--- src/rtl/uart_pkg.sv ---
// Shared types and constants for the UART transmit controller.
// Holds the frame FSM state encoding, parity-type codes and the default word width.
package uart_pkg;

  localparam int DEFAULT_WIDTH = 8;

  localparam logic PAR_EVEN = 1'b0;
  localparam logic PAR_ODD  = 1'b1;

  typedef enum logic [2:0] {
    IDLE,
    START,
    DATA,
    PARITY,
    STOP
  } state_t;

endpackage

--- src/rtl/parity_calc.sv ---
// Combinational parity generator for a WIDTH-bit word.
// Even parity is the XOR of all bits; odd parity is its inverse.
module parity_calc
  import uart_pkg::*;
#(
  parameter int WIDTH = DEFAULT_WIDTH
) (
  input  logic [WIDTH-1:0] word,
  input  logic             par_typ,
  output logic             parity
);

  assign parity = (^word) ^ (par_typ == PAR_ODD);

endmodule

--- src/rtl/uart_tx_ctrl.sv ---
// UART frame controller: start bit, serializer-driven data bits, optional parity, stop bit.
// A DATA-phase watchdog aborts to STOP and raises a sticky err if ser_done never arrives.
module uart_tx_ctrl
  import uart_pkg::*;
#(
  parameter int WIDTH   = DEFAULT_WIDTH,
  parameter int TIMEOUT = WIDTH + 2
) (
  input  logic             CLK,
  input  logic             RST,
  input  logic [WIDTH-1:0] P_DATA,
  input  logic             DATA_VALID,
  input  logic             PAR_EN,
  input  logic             PAR_TYP,
  input  logic             ser_data,
  input  logic             ser_done,
  output logic             ser_en,
  output logic             TX_OUT,
  output logic             Busy,
  output logic             frame_done,
  output logic             err
);

  localparam int CW = $clog2(TIMEOUT + 1);
  localparam logic [CW-1:0] LAST_CNT = CW'(TIMEOUT - 1);

  state_t           state_reg, state_next;
  logic [WIDTH-1:0] data_reg, data_next;
  logic             par_en_reg, par_en_next;
  logic             par_typ_reg, par_typ_next;
  logic [CW-1:0]    cnt_reg, cnt_next;
  logic             err_reg, err_next;
  logic             parity_bit;

  parity_calc #(
    .WIDTH(WIDTH)
  ) u_parity (
    .word    (data_reg),
    .par_typ (par_typ_reg),
    .parity  (parity_bit)
  );

  always_ff @(posedge CLK or posedge RST) begin
    if (RST) begin
      state_reg   <= IDLE;
      data_reg    <= '0;
      par_en_reg  <= 1'b0;
      par_typ_reg <= 1'b0;
      cnt_reg     <= '0;
      err_reg     <= 1'b0;
    end else begin
      state_reg   <= state_next;
      data_reg    <= data_next;
      par_en_reg  <= par_en_next;
      par_typ_reg <= par_typ_next;
      cnt_reg     <= cnt_next;
      err_reg     <= err_next;
    end
  end

  always_comb begin
    state_next   = state_reg;
    data_next    = data_reg;
    par_en_next  = par_en_reg;
    par_typ_next = par_typ_reg;
    cnt_next     = cnt_reg;
    err_next     = err_reg;
    case (state_reg)
      IDLE: begin
        if (DATA_VALID) begin
          data_next    = P_DATA;
          par_en_next  = PAR_EN;
          par_typ_next = PAR_TYP;
          state_next   = START;
        end
      end
      START: begin
        cnt_next   = '0;
        state_next = DATA;
      end
      DATA: begin
        // cnt_reg counts DATA cycles already spent; ser_done wins over the timeout.
        if (ser_done) begin
          state_next = par_en_reg ? PARITY : STOP;
        end else if (cnt_reg == LAST_CNT) begin
          err_next   = 1'b1;
          state_next = STOP;
        end else begin
          cnt_next = cnt_reg + CW'(1);
        end
      end
      PARITY: state_next = STOP;
      STOP:   state_next = IDLE;
      default: state_next = IDLE;
    endcase
  end

  always_comb begin
    TX_OUT     = 1'b1;
    Busy       = 1'b1;
    ser_en     = 1'b0;
    frame_done = 1'b0;
    case (state_reg)
      IDLE:   Busy = 1'b0;
      START:  TX_OUT = 1'b0;
      DATA: begin
        ser_en = 1'b1;
        TX_OUT = ser_data;
      end
      PARITY: TX_OUT = parity_bit;
      STOP:   frame_done = 1'b1;
      default: Busy = 1'b0;
    endcase
  end

  assign err = err_reg;

endmodule

--- config.mk ---
export PLATFORM = sky130hd
export DESIGN_NAME = uart_tx_ctrl
export DESIGN_NICKNAME = d
export VERILOG_FILES = /design/src/rtl/uart_pkg.sv /design/src/rtl/parity_calc.sv /design/src/rtl/uart_tx_ctrl.sv
export SDC_FILE = /design/constraint.sdc
export NUM_CORES = 1
export LEC_CHECK = 0
export BUFFER_PORTS_ARGS = -buffer_cell sky130_fd_sc_hd__buf_2
export CAP_MARGIN = 10
export CORE_MARGIN = 10
export CORE_UTILIZATION = 35
export CTS_BUF_LIST = sky130_fd_sc_hd__clkbuf_8
export CTS_CLUSTER_SIZE = 28
export DETAILED_ROUTE_END_ITERATION = 7
export PLACE_DENSITY = 0.67
export SLEW_MARGIN = 20
export SYNTH_ARGS = -nofsm -noshare
export SYNTH_HDL_FRONTEND = slang
export SYNTH_SLANG_ARGS = --single-unit
--- constraint.sdc ---
create_clock -name CLK -period 1.49 [get_ports CLK]
set_input_delay 0.3725 -clock CLK [delete_from_list [all_inputs] [get_ports CLK]]
set_output_delay 0.3725 -clock CLK [all_outputs]
set_load 0.03 [all_outputs]
==> results of run 1 <==
==> path summary, 6_finish.rpt <==
kind / from / to / cells past startpoint
min in group CLK: PAR_EN / par_en_reg / 2
hold reg to reg: err / err / 1
setup reg to reg: cnt_reg[0] / cnt_reg[2] / 4
max in group asynchronous: RST / cnt_reg[0] / 3
setup / recovery: data_reg[0] / TX_OUT / 4
hold / removal: RST / par_en_reg / 3
==> cells by family after synthesis <==
| kind of cell | Yosys count | share of synthesized area [%] |
|---|---|---|
| buffers and inverters | 9 | 3.55 |
| AND/OR/NAND/NOR | 26 | 16.6 |
| XOR/XNOR | 7 | 7.61 |
| flip-flops | 18 | 45.7 |
| adder cells (fa/ha/maj) | 2 | 2.54 |
| AO/OA/AOI/OAI | 15 | 10.5 |
| multiplexers | 12 | 13.5 |
==> worst reg2reg max path, stage by stage (launching register included) <==
cell	delay, ns
dfrtp_2	0.45
ha_4	0.17
a311o_1	0.32
mux2i_1	0.13
a2111oi_1	0.32
==> through the flow <==
stage,hold WS [ns],util [%]
2_1_floorplan,0.311,-
3_3_place_gp,0.395,46.0
3_5_place_dp,0.401,46.0
4_1_cts,0.122,55.9
5_1_grt,0.160,55.1
6_report,0.117,55.1
==> power by group through the flow <==
stage          registers [mW]  clock network (mW)  logic (mW)
6_report                0.901               0.409        2.05
5_1_grt                 0.931               0.439        2.22
4_1_cts                 0.893               0.411        2.13
3_5_place_dp            0.871                   0        1.60
3_3_place_gp            0.853                   0        1.55
2_1_floorplan           0.829                   0        1.08
==> cell type report <==
cell class	count	share of cell area (%)
repair buffers	39	20.3
clock buffers	4	3.66
multi-input cells	62	41.6
well taps	31	2.58
inverters	6	1.66
flip-flops and latches	18	30.2
==> cells in the mapped netlist (2+ instances only) <==
library cell | instances | area [sq um]
a21oi_1 | 2 | 10.0
and2_1 | 3 | 18.8
clkbuf_1 | 2 | 7.51
dfrtp_1 | 18 | 450
ha_1 | 2 | 25.0
inv_1 | 5 | 18.8
mux2_2 | 10 | 113
mux2i_1 | 2 | 20.0
nand2_1 | 2 | 7.51
nand2b_1 | 2 | 12.5
nand3_1 | 2 | 10.0
nor2_1 | 5 | 18.8
nor3_1 | 4 | 20.0
o21ai_0 | 4 | 20.0
xnor2_1 | 4 | 35.0
xor2_1 | 2 | 17.5
==> per-layer routing <==
layer	GRT usage [%]	part of all wire, %	vias up
li1	-	-	399
met1	11.6	44	385
met2	16.7	51	18
met3	2.18	3.5	5
met4	4.22	1.4	0
met5	0	0	-
==> repair_timing <==
item,4_1_cts,5_1_grt
gates resized for setup,37,4
pin swaps,8,2
buffers inserted,8,0
gates cloned,1,0
setup endpoints to repair,12,17
==> Flow_metrics.wiki, run 1 <==
{| class="wikitable"
! Metric !! Value
|-
| Status || finished with violations
|-
| Failing checks || setup timing
|-
| Most used DFF post-synth || dfrtp_1
|-
| Cell count after placement || 150
|-
| CTS clock-pin slew for the worst setup and hold paths || 0.07 ns
|-
| HPWL Detailed || 1710 microns
|-
| Worst-path maximum fanout || 2
|-
| Critical-path cell list || xnor2_2, xnor3_1, o211ai_1, buf_4
|-
| Number of flip-flops under the largest register name || 8
|-
| Switching power || 1.25 mW
|-
| Relative contribution of combinational cells to total power || 61.0%
|-
| Buffers from clock root to sink, at most || 2
|-
| Root buf cell || clkbuf_8
|-
| Setup-violating endpoint count in the final report || 5
|-
| GRT Util Overall || 9.87%
|-
| Number of top-level pins || 20
|-
| Max Transition Viols Final || 0
|-
| WP data arrival || 1.64 ns
|-
| Nets || 147
|-
| Gp weighted congestion || 0.793
|-
| Post-layout min period || 2.01 ns
|-
| RSZ-0062 raised after global routing || true
|-
| Final worst clock skew || 0.00607 ns
|-
| Post-detailed-placement cell area || 1260 sq um
|-
| Yosys warns || 0
|-
| Non-Filler Instances || 160
|-
| Smallest setup slack after layout || -0.524 ns
|-
| Avg Cell Area, Syn || 11.1 sq um
|-
| Pre-CTS setup slack || -0.294 ns
|-
| P_leak || 0.697 nW
|-
| CP peak stage delay || 0.45 ns
|-
| Multi-input combinational cell area || 627 sq um
|-
| Post-CTS Hold Fix Bufs || 0
|-
| Layout fillers || 222
|-
| Sequential share of the synthesized area || 45.7%
|-
| Sequential fraction of design power || 26.9%
|-
| Number of core rows || 19
|-
| Design internal power || 2.11 mW
|-
| Final worst path period share || 135%
|-
| Number of enable-type register cells in the synthesized netlist || 0
|-
| Power per standard cell area || 2230 nW/um^2
|-
| Fraction of final layout cells with drive strength greater than 1 || 55.0%
|-
| Number of detailed-route iterations in the first pass || 4
|-
| Switching power as a share of total power || 37.1%
|-
| Initial antenna violation count || 0
|-
| Syn-to-layout area delta || 52.7%
|-
| Clock share of power || 12.2%
|-
| Clock latency on the worst-skew pair || 0.26 ns
|-
| CTS buffer count || 3
|-
| Post-Layout Inst Area || 1510 sq um
|-
| Placeable core region || 2730 sq um
|-
| Input/output buffers || 19
|-
| Worst IR drop on VDD || 0.00145 V
|-
| Slowest library cell on the worst path || xnor3_1
|-
| Highest-count cells in the layout ignoring fill and taps || dfrtp_1, buf_2, buf_4
|-
| Buf+Inv Stages, Crit Path || 1
|-
| Mapped Area || 986 sq um
|-
| Worst path required time || 1.12 ns
|-
| Total grt overflow || 0
|-
| Mean number of vias per cell || 5.04
|-
| Die area || 5340 sq um
|-
| Vias in the first global route || 919
|-
| Hold Vio Cnt, Final || 0
|-
| Chip Width || 73.1 microns
|-
| Clock tree from TritonCTS || yes
|-
| Worst relative slew slack || 79.4%
|-
| Post-route setup TNS || -0.874 ns
|-
| Number of DRC violations after detailed-routing iteration 0 || 27
|-
| Count of inserted antenna diode cells || 0
|-
| Routed WL || 2480 microns
|-
| Number of H-tree levels || 1
|-
| Proportion of synthesized flip-flops having asynchronous set or reset || 100%
|-
| DRC Markers || 0
|-
| Wire length of the first global-routing pass || 4250 microns
|-
| Worst Hold Class || in -> async
|-
| CTS Sinks || 18
|-
| Worst setup slack for register-to-register paths || -0.01 ns
|-
| Height of the die || 73.1 microns
|-
| Actual transition at the worst max-transition pin || 0.308 ns
|-
| Peak clock frequency supported by timing || 496 MHz
|-
| Drt wl/cell || 15.5 microns
|-
| Max-cap violations || 0
|-
| Critical path class || reg -> out
|-
| Net count after synthesis || 106
|-
| Largest delay contributor family on the critical path || XOR/XNOR gates
|-
| Number of nets with antenna violations after detailed routing || 0
|-
| Total of flip-flops plus latches after synthesis || 18
|-
| Tot Pwr || 3.36 mW
|-
| Post-synthesis instance total || 89
|-
| CP startpoint kind || flop
|-
| Largest net degree at the start of global routing || 19
|-
| Type of destination of the critical path || primary output
|-
| Initial core utilization || 36.1%
|-
| FF+latch area || 454 sq um
|-
| Routed via count || 807
|-
| Number of unique standard cell types used by synthesis || 36
|}
Note: power is estimated with default switching activity, not from simulation.
==> run 2, diff against run 1 <==
--- a/config.mk
+++ b/config.mk
@@ -7,12 +7,14 @@
 export LEC_CHECK = 0
 export BUFFER_PORTS_ARGS = -buffer_cell sky130_fd_sc_hd__buf_2
 export CAP_MARGIN = 10
+export CELL_PAD_IN_SITES_DETAIL_PLACEMENT = 0
+export CELL_PAD_IN_SITES_GLOBAL_PLACEMENT = 1
 export CORE_MARGIN = 10
 export CORE_UTILIZATION = 35
 export CTS_BUF_LIST = sky130_fd_sc_hd__clkbuf_8
 export CTS_CLUSTER_SIZE = 28
 export DETAILED_ROUTE_END_ITERATION = 7
-export PLACE_DENSITY = 0.67
+export PLACE_DENSITY = 0.8
 export SLEW_MARGIN = 20
 export SYNTH_ARGS = -nofsm -noshare
 export SYNTH_HDL_FRONTEND = slang
==> run 2 against run 1 <==
  * The flow still finishes with violations (setup timing)
  * Via count up 0.74%
  * Sequential power down 3.4%
  * Die area unchanged
  * Critical path depth up 1
  * Utilization down 0.18 points
  * Register-to-register slack about the same
  * Global-route usage down 1.1 points
  * Count of clock-buffer cells in the layout down 1
  * Clock skew down 0.0037 ns
  * Clock power down 19%
  * Critical endpoint unchanged
  * Largest power group unchanged
==> Flow_metrics.wiki, run 2 (synthesized netlist as in run 1, its figures left out) <==
{| class="wikitable"
! Metric !! Value
|-
| Status || finished with violations
|-
| Failing checks || setup timing
|-
| Mean number of vias per cell || 4.99
|-
| Clock tree from TritonCTS || yes
|-
| Routed via count || 813
|-
| Utilization after layout || 54.9%
|-
| Met3 wire len || 45 microns
|-
| Vias in the first global route || 875
|-
| Wire length of the first global-routing pass || 3880 microns
|-
| Max-cap violations || 0
|-
| Final worst clock skew || 0.00239 ns
|-
| Gp weighted congestion || 0.835
|-
| Worst IR drop on VDD || 0.00131 V
|-
| Largest delay contributor family on the critical path || XOR/XNOR gates
|-
| Nets || 151
|-
| Height of the die || 73.1 microns
|-
| Fraction of final layout cells with drive strength greater than 1 || 56.1%
|-
| Number of core rows || 19
|-
| Hold Vio Cnt, Final || 0
|-
| Die area || 5340 sq um
|-
| Syn-to-layout area delta || 52.2%
|-
| Most frequent standard cell in the layout excluding fill and tap cells || buf_4
|-
| Worst-path maximum fanout || 2
|-
| P_leak || 0.714 nW
|-
| CP peak stage delay || 0.42 ns
|-
| Met1 wire length || 955 microns
|-
| WP data arrival || 1.58 ns
|-
| Max Transition Viols Final || 0
|-
| Post-CTS Hold Fix Bufs || 0
|-
| Worst Hold Class || in -> async
|-
| Slowest library cell on the worst path || xnor3_1
|-
| Uppermost metal layer occupied by signal nets || met4
|-
| Post-layout min period || 1.95 ns
|-
| CTS buffer count || 3
|-
| CTS clock-pin slew for the worst setup and hold paths || 0.07 ns
|-
| Critical path class || reg -> out
|-
| Buffers from clock root to sink, at most || 2
|-
| Routed WL || 2320 microns
|-
| CTS Sinks || 18
|-
| Clock latency on the worst-skew pair || 0.25 ns
|-
| Smallest setup slack after layout || -0.461 ns
|-
| Number of DRC violations after detailed-routing iteration 0 || 12
|-
| GRT Util Overall || 8.76%
|-
| DRC Markers || 0
|-
| Tot Pwr || 3.24 mW
|-
| Final worst path period share || 131%
|-
| CP startpoint kind || flop
|-
| Count of inserted antenna diode cells || 0
|-
| Met2 Wirelength || 1250 microns
|-
| Worst path required time || 1.12 ns
|-
| Number of H-tree levels || 1
|-
| Critical-path cell list || xnor2_2, xnor3_1, nand3b_1, o211ai_1, buf_4
|-
| HPWL Detailed || 1680 microns
|-
| Chip Width || 73.1 microns
|-
| Highest-count cells in the layout ignoring fill and taps || buf_4, dfrtp_1, buf_2
|-
| Beginning of the critical path || data_reg[0]
|-
| Number of nets with antenna violations after detailed routing || 0
|-
| Power per standard cell area || 2160 nW/um^2
|-
| Number of detailed-route iterations in the first pass || 3
|-
| Worst relative slew slack || 83.7%
|-
| Startpoint of the most critical register-to-register path || state_reg[1]
|-
| Buf+Inv Stages, Crit Path || 1
|-
| Input/output buffers || 19
|-
| Type of destination of the critical path || primary output
|-
| Initial antenna violation count || 0
|-
| RSZ-0062 raised after global routing || true
|-
| Number of flip-flops under the largest register name || 8
|-
| Largest net degree at the start of global routing || 19
|-
| Placeable core region || 2730 sq um
|-
| Number of top-level pins || 20
|-
| Total grt overflow || 0
|-
| Root buf cell || clkbuf_8
|-
| Setup-violating endpoint count in the final report || 5
|-
| Drt wl/cell || 14.2 microns
|-
| Initial core utilization || 36.1%
|-
| Actual transition at the worst max-transition pin || 0.245 ns
|-
| Peak clock frequency supported by timing || 512 MHz
|}
-- run 2: stage by stage --
| stage | hold slack [ns] | instances | setup TNS (ns) | instance area (sq um) | worst slack, ns |
|---|---|---|---|---|---|
| 4_1_cts | 0.131 | 157 | -0.805 | 1350 | -0.463 |
| 6_report | 0.128 | 163 | -0.826 | 1500 | -0.461 |
| 5_1_grt | 0.168 | 163 | -1.60 | 1500 | -0.602 |
| 3_5_place_dp | 0.399 | 151 | -0.267 | 1240 | -0.217 |
| 2_1_floorplan | 0.311 | 89 | -0.349 | 1010 | -0.325 |
| 3_3_place_gp | 0.400 | 151 | -0.258 | 1240 | -0.202 |
-- run 2: final timing paths --
kind	cells past startpoint	slack, ns	endpoint
max in group asynchronous	3	1.15	state_reg[1]
setup reg to reg	6	-0.02	data_reg[0]
hold / removal	3	0.13	cnt_reg[1]
hold reg to reg	1	0.45	err
setup / recovery	5	-0.46	TX_OUT
min in group CLK	2	0.35	data_reg[4]
-- run 2: final cells by class --
cell class / instances / area (sq um)
clock buffer: 3 / 41.3
fill: 230 / 1230
inverter: 6 / 30.0
multi-input combinational: 62 / 623
sequential: 18 / 452
tap: 31 / 38.8
timing repair buffer: 43 / 315
-- run 2: power breakdown --
group | total (mW) | internal [mW] | leakage, nW | switching, mW
clock network | 0.333 | 0.179 | 0.0216 | 0.153
registers | 0.870 | 0.694 | 0.223 | 0.176
logic | 2.03 | 1.19 | 0.470 | 0.846
-- run 2: layer usage --
metal,vias up,track usage (%)
li1,403,-
met2,11,16.3
met1,392,9.34
met3,7,1.36
met4,0,3.80
met5,-,0
-- run 2: what timing repair did --
action                                  CTS  global route
gates cloned                              0             0
pin swaps                                 4             7
endpoints found under the setup margin    5            14
setup buffers                             3             7
gates resized for setup                  13            27
-- run 2: worst reg2reg max path: stages (launching register included) --
cell	delay, ns
dfrtp_2	0.44
buf_6	0.14
inv_8	0.06
nand2_4	0.06
nor3_4	0.20
buf_6	0.17
mux2_2	0.33
